**src/rtl/udl_count_sequencer.sv**
```systemverilog
// udl_count_sequencer
//   Sequences an external up/down/loadable counter (Q <= load ? PI : up ? Q+1 : Q-1,
//   no enable) through programmed count runs. A command (start, end, direction,
//   repeat count) is taken over a valid/ready handshake. Each run is
//   cmd_reps+1 laps, and each lap counts from start to end. The counter has no
//   enable, so "hold" means reloading its own Q.
// Ports:
//   clk, rstn                 clock, async active-low reset
//   cmd_valid/cmd_ready       command handshake (ready only in IDLE)
//   cmd_start/end/up/reps     command fields
//   pause, abort              level controls while running
//   cnt_load/cnt_up/cnt_pi    drive the counter; cnt_q observes it
//   busy, lap, done           status: active, per-lap pulse, completion pulse
module udl_count_sequencer #(
  parameter int BITS     = 4,
  parameter int REP_BITS = 4
) (
  input  logic                clk,
  input  logic                rstn,
  input  logic                cmd_valid,
  output logic                cmd_ready,
  input  logic [BITS-1:0]     cmd_start,
  input  logic [BITS-1:0]     cmd_end,
  input  logic                cmd_up,
  input  logic [REP_BITS-1:0] cmd_reps,
  input  logic                pause,
  input  logic                abort,
  output logic                cnt_load,
  output logic                cnt_up,
  output logic [BITS-1:0]     cnt_pi,
  input  logic [BITS-1:0]     cnt_q,
  output logic                busy,
  output logic                lap,
  output logic                done
);

  typedef enum logic [1:0] {IDLE = 2'd0, LOAD = 2'd1, RUN = 2'd2, DONE = 2'd3} state_t;

  state_t              state, state_nxt;
  logic [BITS-1:0]     start_r, end_r;
  logic                up_r;
  logic [REP_BITS-1:0] rep_r;
  logic                match;
  logic                run_live;  // RUN and not aborting this cycle

  assign match    = (cnt_q == end_r);
  assign run_live = (state == RUN) && !abort;

  assign cmd_ready = (state == IDLE);
  assign busy      = (state != IDLE);
  assign done      = (state == DONE);

  // Next state and counter controls. Default is hold (reload current Q).
  always_comb begin
    state_nxt = state;
    cnt_load  = 1'b1;
    cnt_pi    = cnt_q;
    cnt_up    = up_r;
    case (state)
      IDLE: if (cmd_valid) state_nxt = LOAD;
      LOAD: begin
        if (abort) state_nxt = IDLE;
        else begin
          cnt_pi    = start_r;
          state_nxt = RUN;
        end
      end
      RUN: begin
        if (abort) state_nxt = IDLE;
        else if (match) begin
          // End of lap wins over pause: either restart the lap or finish.
          if (rep_r != '0) cnt_pi = start_r;
          else             state_nxt = DONE;
        end
        else if (!pause) cnt_load = 1'b0;
      end
      DONE: state_nxt = IDLE;
      default: state_nxt = IDLE;
    endcase
  end

  always_ff @(posedge clk or negedge rstn) begin
    if (!rstn) begin
      state   <= IDLE;
      start_r <= '0;
      end_r   <= '0;
      up_r    <= 1'b0;
      rep_r   <= '0;
      lap     <= 1'b0;
    end else begin
      state <= state_nxt;
      lap   <= run_live && match;
      if (state == IDLE && cmd_valid) begin
        start_r <= cmd_start;
        end_r   <= cmd_end;
        up_r    <= cmd_up;
        rep_r   <= cmd_reps;
      end else if (run_live && match && rep_r != '0) begin
        rep_r <= rep_r - REP_BITS'(1);
      end
    end
  end

endmodule
```
**config.mk**
```make
export PLATFORM = sky130hd
export DESIGN_NAME = udl_count_sequencer
export DESIGN_NICKNAME = d
export VERILOG_FILES = /design/src/rtl/udl_count_sequencer.sv
export SDC_FILE = /design/constraint.sdc
export NUM_CORES = 1
export LEC_CHECK = 0
export CAP_MARGIN = 40
export CORE_UTILIZATION = 45
export CTS_CLUSTER_DIAMETER = 60
export DETAILED_ROUTE_END_ITERATION = 12
export PLACE_DENSITY = 0.91
export SLEW_MARGIN = 20
export SYNTH_ARGS = -nofsm -noshare
export SYNTH_HDL_FRONTEND = slang
export SYNTH_SLANG_ARGS = --single-unit
```
**constraint.sdc**
```tcl
create_clock -name clk -period 2.5 [get_ports clk]
set_clock_uncertainty 0.1 [all_clocks]
set_input_delay 0.5 -clock clk [delete_from_list [all_inputs] [get_ports clk]]
set_output_delay 0.5 -clock clk [all_outputs]
set_load 0.03 [all_outputs]
```
==> impl_results.md, run 1 <==
* Antenna-violating nets left at 0
* Status: finished with violations
* Initial drt markers at 31
* N_diodes at 0
* Die Y-Extent at 48.7 µm
* Number of global-route vias before repair at ~860
* Syn avg cell area at roughly 10 µm²
* Worst Path Required at 1.90 ns
* Core ar. at 2000 µm²
* Clk_lat worst skew at between 0.2 and 0.3 ns
* Largest net degree at the start of global routing at 17
* Fmax at 0.394 GHz
* Pins Over Slew Limit at 0
* Initial core utilization at ~49%
* Filler cell count at 144
* Critical Path AT at 1.94 ns
* CP Capture Type: output pin
* Crit Path Category: flop to output pin
* Mapped cell area at 980 µm²
* Hold depth at 1
* Die area at 2370 µm²
* RR Startpoint: state[0]$_DFFE_PN0P_
* CP max stage delay at 0.41 ns
* Drt total wl at ~2500 µm
* Flop-to-flop setup slack at 0.58 ns
* Sequential area share after synthesis at 40.9%
* GPL Wtd Cong at around 0.85
* Hold Buf Count CTS at 0
* Hold Path End: start_r[0]$_DFFE_PN0P_
* Syn-to-layout area delta at 55.9%
* Slowest cell on crit path: dfrtp_1
* Top cell type's share of synthesized area at 40.9%
* RSZ-0062 raised after global routing: true
* Tcrit/Tclk final at 102%
* Crit path max-delay family: compound AO/OA/AOI/OAI gates
* CTS Buf Count at 3
* Initial antenna violation count at 0
* Global-route wire length before repair at around 3700 µm
* #FFs+latches synth at 16
* Failing checks: setup timing
* Placed Cells at 162
* Synth area leader: dfrtp_1
* CTS root buffer: clkbuf_4
* CP cell instances: inv_2 > ha_4 > or3b_4 > a31oi_4 > o22ai_2 > buf_6
* Peak supply drop at approximately 0.00074 V
* Area contributors post-synth: dfrtp_1 (41%), mux2_2 (10%), xnor2_2 (6.6%), ha_1 (6.4%), nand2_1 (4.6%)
* GRT Overall Usage at 20.8%
* Site Rows at 16
* Fin nets at 170
* Crit Reg-Reg Endpoint: rep_r[3]$_DFFE_PN0P_
* Post-route setup slack at -0.0385 ns
* Via count at ~940
* First-pass DRT Iterations at 4
* Most frequent cells in the layout: clkdlybuf4s50_1 (20), dfrtp_1 (16), buf_4 (14)
* Final setup fails at 4
* Layout Cells excl Fill at 168
* Layout Utilization at 76.3%
* Pre-CTS setup slack at -0.447 ns
* Netlist cell types at 31
* Worst Tran Pin Value at 0.732 ns
* Htree depth at 1
* GRT Residual Overflow at 0
* Max Cap Violations at 0
* Leak at 0.656 nW
* Tmin final at roughly 2.5 ns
* Post-Syn Nets at ~120
* Power per Cell Area at between 1000 and 1500 nW/µm²
* HP Start: start_r[0]$_DFFE_PN0P_
* Hpwl dp at 1680 µm
* Worst reg2reg path depth at 6
* Setup TNS at -0.0514 ns
* DRC errors left at 0
* Yosys warnings at 0
* Hold Path Class: flop to flop
* Bufs and invs on worst path at 2
* Clk sinks at 16
* Pwr Total at approximately 1.7 mW
* CTS tree: yes
* PortBufs at 31
* Commonest non-fill, non-tap cell in the layout: clkdlybuf4s50_1
* Layout cells sized above 1 at between 30% and 40%
* Die Wd at slightly below 50 µm
* Vias per Instance at 5.58
* Clk slew on worst S/H paths at 0.09 ns
* Crit path max fanout at 4
* Startpoint types: flop
* Max clock buf depth at 2
* Endpoints failing hold at 0
* IO Pins at 32
* Post-DR wirelength/cell at between 10 and 15 µm
* Slew headroom at between 50 and 60%
* Syn Inst Count at 94
[synth_stat cells (all sizes together)]
cell / count
xnor2: 4
o21ai: 1
nor4b: 1
a221oi: 1
o211ai: 3
inv: 6
nand2: 12
nor2b: 2
mux2: 9
nand4b: 1
o22ai: 4
clkbuf: 1
nand3b: 1
nor3: 1
or4: 2
nor3b: 1
or3: 2
o31ai: 2
o221ai: 1
or3b: 1
ha: 5
a31oi: 3
nand4: 2
nand3: 4
and4: 1
a21oi: 1
dfrtp: 16
nand2b: 1
nor2: 5
[through the flow]
| stage | cell area [µm²] | hold slack (ns) |
|---|---|---|
| final | 1530 | 0.420 |
| after global routing | 1530 | 0.440 |
| after CTS | 1460 | 0.419 |
| after detailed placement | 1390 | 0.398 |
| after global placement | 1390 | 0.388 |
| after floorplan | 980 | 0.104 |
[logic make-up (layout without fill, tap and decap cells)]
group	count (synthesis)	count (layout)	synth area share (%)
compound gates	16	16	11.1
xor+xnor	4	4	6.64
fa+ha+maj	5	5	6.39
buf+inv	7	54	2.68
flops	16	16	40.9
mux	9	9	10.3
simple gates	37	37	22.0
[how the worst max path moves through the flow]
stage / slack [ns] / to / depth (start not counted) / start
floorplan: 0.23 / cnt_pi[0] / 4 / cnt_q[3]
global placement: -0.43 / cnt_load / 5 / cnt_q[3]
detailed placement: -0.45 / cnt_load / 5 / cnt_q[3]
CTS: 0.0004 / cnt_pi[3] / 7 / rep_r[1]$_DFFE_PN0P_
global route: -0.09 / cnt_pi[1] / 6 / rep_r[1]$_DFFE_PN0P_
finish: -0.04 / cnt_pi[1] / 6 / rep_r[0]$_DFFE_PN0P_
[registers in the layout (all words and copies together) (netlist names)]
register,cells
start_r,4
rep_r,4
end_r,4
lap,1
cnt_up,1
state,2
[per-layer routing]
layer	wire, µm	global-route usage (%)
met3	181	5.66
met2	1320	35.2
met4	52	10.3
met1	918	24.1
met5	0	0
[worst reg2reg max path, cell delays in order, from the launching register on]
cell     delay [ns]
dfrtp_1        0.43
inv_1          0.12
ha_2           0.25
nor2b_1        0.18
nand2_1        0.12
or4_1          0.47
a31oi_1        0.18
[report_power, final]
part | leakage, nW | total [mW] | internal (mW) | switching [mW]
combinational | 0.451 | 1.09 | 0.552 | 0.540
sequential | 0.192 | 0.485 | 0.378 | 0.107
clock | 0.0138 | 0.140 | 0.0561 | 0.0836
total | 0.656 | 1.72 | 0.986 | 0.731
[final cells by class]
class                   count  area (µm²)  share of cell area, %
inverters                   6        22.5                   1.47
clock buffers               3        22.5                   1.47
flip-flops and latches     16         400                   26.2
well taps                  27        33.8                   2.21
repair buffers             45         415                   27.2
multi-input cells          71         633                   41.4
[what timing repair did]
| action | CTS | global route |
|---|---|---|
| pin swaps | 3 | 6 |
| endpoints found under the setup margin | 5 | 7 |
| resized for setup | 14 | 15 |
| setup buffers | 1 | 3 |
No activity file was read; power rests on OpenSTA's default activity.
==> inputs of run 2 (changes only) <==
--- a/config.mk
+++ b/config.mk
@@ -6,5 +6,4 @@
 export NUM_CORES = 1
 export LEC_CHECK = 0
-export CAP_MARGIN = 40
 export CORE_UTILIZATION = 45
 export CTS_CLUSTER_DIAMETER = 60
==> constraint.sdc (replaced) <==
create_clock -name clk -period 2.5 [get_ports clk]
set_clock_uncertainty 0.1 [all_clocks]
set_input_delay 0.25 -clock clk [delete_from_list [all_inputs] [get_ports clk]]
set_output_delay 0.25 -clock clk [all_outputs]
set_load 0.03 [all_outputs]
==> impl_results.md, run 2 (synthesized netlist as in run 1, its figures left out) <==
* Biggest regs: end_r x4, rep_r x4, start_r x4
* Commonest non-fill, non-tap cell in the layout: clkdlybuf4s50_1
* CP Capture Type: output pin
* Endpoints failing hold at 0
* Crit Path Category: flop to output pin
* Tmin final at 2.35 ns
* Die Wd at 48.7 µm
* Initial antenna violation count at 0
* Layout Cells excl Fill at 160
* Power per Cell Area at 1070 nW/µm²
* IO Pins at 32
* Pre-CTS setup slack at -0.0641 ns
* Clk sinks at 16
* Fin nets at around 160
* Largest net degree at the start of global routing at 18
* CTS tree: yes
* Slew headroom at a little over half
* Filler cell count at approximately 160
* First-pass DRT Iterations at 5
* Max clock buf depth at 2
* RSZ-0062 raised after global routing: false
* Htree depth at 1
* Pwr Total at 1.50 mW
* Multi-input logic area at 571 µm²
* Layout Utilization at between 70% and 80%
* Hold slack at 0.290 ns
* Peak supply drop at 0.000657 V
* Die area at roughly 2400 µm²
* Core ar. at about 2000 µm²
* Post-DR wirelength/cell at 13.2 µm
* Hpwl dp at 1650 µm
* Status: completed
* Setup TNS at 0 ns
* Startpoint types: flop
* Critical Path AT at about 2.0 ns
* Placed Cells at 157
* Crit path max fanout at 3
* N_diodes at 0
* Most frequent cells in the layout: clkdlybuf4s50_1 (26), dfrtp_1 (16), nand2_1 (12)
* Final setup fails at 0
* Syn-to-layout area delta at 43.4%
* GRT Overall Usage at slightly above 20%
* Register area at between 400 and 500 µm²
* Leak at 0.579 nW
* CTS Buf Count at 3
* Site Rows at 16
* Tcrit/Tclk final at 93.8%
* Number of global-route vias before repair at 888
* Vias per Instance at 5.47
* Clk slew on worst S/H paths at 0.09 ns
* Worst Tran Pin Value at around 0.72 ns
* PortBufs at 31
* Initial drt markers at 15
* Antenna-violating nets left at 0
* Post-route setup slack at between 0.15 and 0.2 ns
* Max Cap Violations at 0
* Global-route wire length before repair at 3700 µm
* GPL Wtd Cong at 0.841
* Via count at approximately 900
* CTS root buffer: clkbuf_4
* Hold Buf Count CTS at 0
* Initial core utilization at 48.9%
* Die Y-Extent at 48.7 µm
* Drt total wl at between 2000 and 2500 µm
* Placed Area at 1360 µm²
* DRC errors left at 0
* GRT Residual Overflow at 0
* Pins Over Slew Limit at 0
* Clk_lat worst skew at 0.28 ns
* Fmax at 0.426 GHz
* Layout cells sized above 1 at 23.3%
* Post-route cell area at 1410 µm²
* Hold Path Class: input port to asynchronous set/reset pin
* Worst Path Required at 2.15 ns
-- run 2: metal layers --
layer | up-vias | GRT usage, % | share of wire (%)
met5 | - | 0 | 0
met4 | 0 | 6.37 | 0.62
met3 | 2 | 4.72 | 5.4
met2 | 27 | 36.8 | 50
met1 | 419 | 23.0 | 44
li1 | 427 | - | -
-- run 2: worst paths after layout --
kind	cells past startpoint	slack, ns	start	end
max	7	0.15	rep_r[0]$_DFFE_PN0P_	cnt_pi[3]
min in group clk	1	0.41	start_r[2]$_DFFE_PN0P_	start_r[2]$_DFFE_PN0P_
min reg2reg	1	0.41	start_r[2]$_DFFE_PN0P_	start_r[2]$_DFFE_PN0P_
max reg2reg	6	0.51	state[0]$_DFFE_PN0P_	rep_r[3]$_DFFE_PN0P_
max in group asynchronous	1	1.55	rstn	rep_r[3]$_DFFE_PN0P_
min	1	0.29	rstn	rep_r[0]$_DFFE_PN0P_
-- run 2: cell type report --
class,count,area share (%)
Timing Repair Buffer,37,25.3
Tap cell,27,2.40
Sequential cell,16,28.5
Clock buffer,3,1.60
Inverter,6,1.60
Multi-Input combinational cell,71,40.6
-- run 2: report_power, final --
| group | internal (mW) | total, mW | switching [mW] |
|---|---|---|---|
| Sequential | 0.378 | 0.474 | 0.0962 |
| Combinational | 0.430 | 0.896 | 0.467 |
| Clock | 0.0557 | 0.131 | 0.0754 |
-- run 2: what timing repair did --
action                     in CTS  in global routing
setup endpoints to repair       4                  5
gates resized for setup         7                  3
buffers inserted                0                  0
-- run 2: worst max-delay path: stages (launching register included) --
cell,delay (ns)
dfrtp_1,0.41
inv_1,0.08
ha_1,0.19
or3b_4,0.42
a31oi_4,0.23
buf_4,0.14
o22ai_1,0.07
buf_4,0.17
==> inputs of run 3 (changes only) <==
- CORE_UTILIZATION: 45 -> 40
- PLACE_DENSITY: 0.91 -> 0.83
==> impl_results.md, run 3 (synthesized netlist as in run 1, its figures left out) <==
* Leak at 0.596 nW
* IO Pins at 32
* Antenna-violating nets left at 0
* Cell Int Power at 0.912 mW
* Crit path max-delay family: simple AND/OR/NAND/NOR gates
* Hpwl dp at around 1700 µm
* Post-CTS setup buffer count at 0
* Placed Area at ~1400 µm²
* Pwr Total at 1.58 mW
* Syn-to-layout area delta at 45.5%
* Layout Utilization at a little over three fifths
* Peak supply drop at between 0.0008 and 0.0009 V
* Net Sw Power at a little under 0.7 mW
* Status: completed
* Clk slew on worst S/H paths at ~0.10 ns
* Clk_lat worst skew at 0.30 ns
* CTS tree: yes
* Die area at about 2700 µm²
* Clk sinks at 16
* Core ar. at 2250 µm²
* Fin nets at roughly 160
* Initial drt markers at 16
* Hold Buf Count CTS at 0
* Setup TNS at 0 ns
* Initial core utilization at 43.5%
* Number of global-route vias before repair at 931
* Initial antenna violation count at 0
* Clock network power share at between 10% and 20%
* DRC errors left at 0
* Site Rows at 17
* Most frequent CP cell: buf_4
* CP Capture Type: output pin
* Slew headroom at 51.2%
* First-pass DRT Iterations at 4
* CP max stage delay at 0.43 ns
* Pins Over Slew Limit at 0
* Max clock buf depth at 2
* Critical Path AT at ~2.0 ns
* GPL Wtd Cong at 0.808
* RSZ-0062 raised after global routing: false
* GRT Residual Overflow at 0
* Worst Path Required at about 2.2 ns
* Most frequent cells in the layout: clkdlybuf4s50_1 (26), dfrtp_1 (16), nand2_1 (12)
* Via count at ~910
* Die Y-Extent at 51.5 µm
* Post-route setup slack at 0.150 ns
* CTS root buffer: clkbuf_4
* Tmin final at 2.35 ns
* Global-route wire length before repair at 4020 µm
* Worst Tran Pin Value at 0.730 ns
* Hold Path Class: input port to asynchronous set/reset pin
* PortBufs at 31
* Crit Path Category: flop to output pin
* Commonest non-fill, non-tap cell in the layout: clkdlybuf4s50_1
* Slowest cell on crit path: or3b_4
* Htree depth at 1
* Post-DR wirelength/cell at 14.3 µm
* Layout cells sized above 1 at 25.0%
* Endpoints failing hold at 0
* Max Cap Violations at 0
* Filler cell count at 209
* Sw Ratio at 42.4%
* Tcrit/Tclk final at 94.0%
* Drt total wl at 2350 µm
* Logic pwr share at 58.4%
* Share of power burned in registers at 30.4%
* N_diodes at 0
* Fmax at 0.426 GHz
* Bufs and invs on worst path at 3
* CP cell instances: inv_1 > ha_1 > or3b_4 > a31oi_4 > buf_4 > o22ai_1 > buf_4
* GRT Overall Usage at 20.5%
* Vias per Instance at 5.57
* Power per Cell Area at 1110 nW/µm²
* Crit path max fanout at 3
* Startpoint types: flop
* CTS Buf Count at 3
* Die Wd at about 51 µm
* Biggest regs: end_r x4, rep_r x4, start_r x4
* Largest net degree at the start of global routing at 18
* Final setup fails at 0
* Post-route cell area at between 1000 and 1500 µm²
* Pre-CTS setup slack at -0.0359 ns
## run 3: layer usage
| layer | track usage (%) | wire length, µm | up-vias | share of wire, % |
|---|---|---|---|---|
| met3 | 6.43 | 181 | 7 | 7.7 |
| met2 | 37.2 | 1190 | 43 | 51 |
| met1 | 23.8 | 927 | 434 | 39 |
| met4 | 3.15 | 53 | 0 | 2.3 |
| li1 | - | - | 430 | - |
| met5 | 0 | 0 | - | 0 |
## run 3: final timing paths
check                                         end  depth (start not counted)  slack [ns]              startpoint
min reg2reg                start_r[2]$_DFFE_PN0P_                          1        0.42  start_r[2]$_DFFE_PN0P_
min in group clk           start_r[2]$_DFFE_PN0P_                          1        0.42  start_r[2]$_DFFE_PN0P_
min                          rep_r[0]$_DFFE_PN0P_                          1        0.27                    rstn
max                                     cnt_pi[3]                          7        0.15    rep_r[0]$_DFFE_PN0P_
max reg2reg                  rep_r[3]$_DFFE_PN0P_                          6        0.50    state[0]$_DFFE_PN0P_
max in group asynchronous    state[1]$_DFFE_PN0P_                          1        1.56                    rstn
## run 3: worst reg2reg max path, cell delays in order, from the launching register on
cell and delay, ns:
dfrtp_1 0.43, inv_1 0.11, ha_1 0.28, nor2b_1 0.21, nand2_1 0.12, or4_1 0.47
a31oi_1 0.20
## run 3: cell type report
| class | count | area [µm²] | area share [%] |
|---|---|---|---|
| flip-flops and latches | 16 | 400 | 28.1 |
| clock buffers | 4 | 36.3 | 2.55 |
| repair buffers | 39 | 360 | 25.3 |
| inverters | 6 | 22.5 | 1.58 |
| well taps | 28 | 35.0 | 2.46 |
| multi-input cells | 71 | 571 | 40.0 |
## run 3: per-stage QoR
stage,hold WS [ns],instances
3_5_place_dp,0.401,160
4_1_cts,0.310,164
3_3_place_gp,0.392,160
2_1_floorplan,-0.146,94
6_report,0.274,164
5_1_grt,0.350,164
## run 3: power groups by stage
stage / clock, mW / sequential [mW] / combinational (mW)
floorplan: 0 / 0.473 / 0.582
global placement: 0 / 0.475 / 0.879
detailed placement: 0 / 0.483 / 0.900
CTS: 0.180 / 0.477 / 0.912
global route: 0.196 / 0.495 / 1.01
finish: 0.177 / 0.481 / 0.926
## run 3: repair_timing
item / 4_1_cts / 5_1_grt
pin swaps: 0 / 0
resized for setup: 3 / 6
setup endpoints to repair: 1 / 5
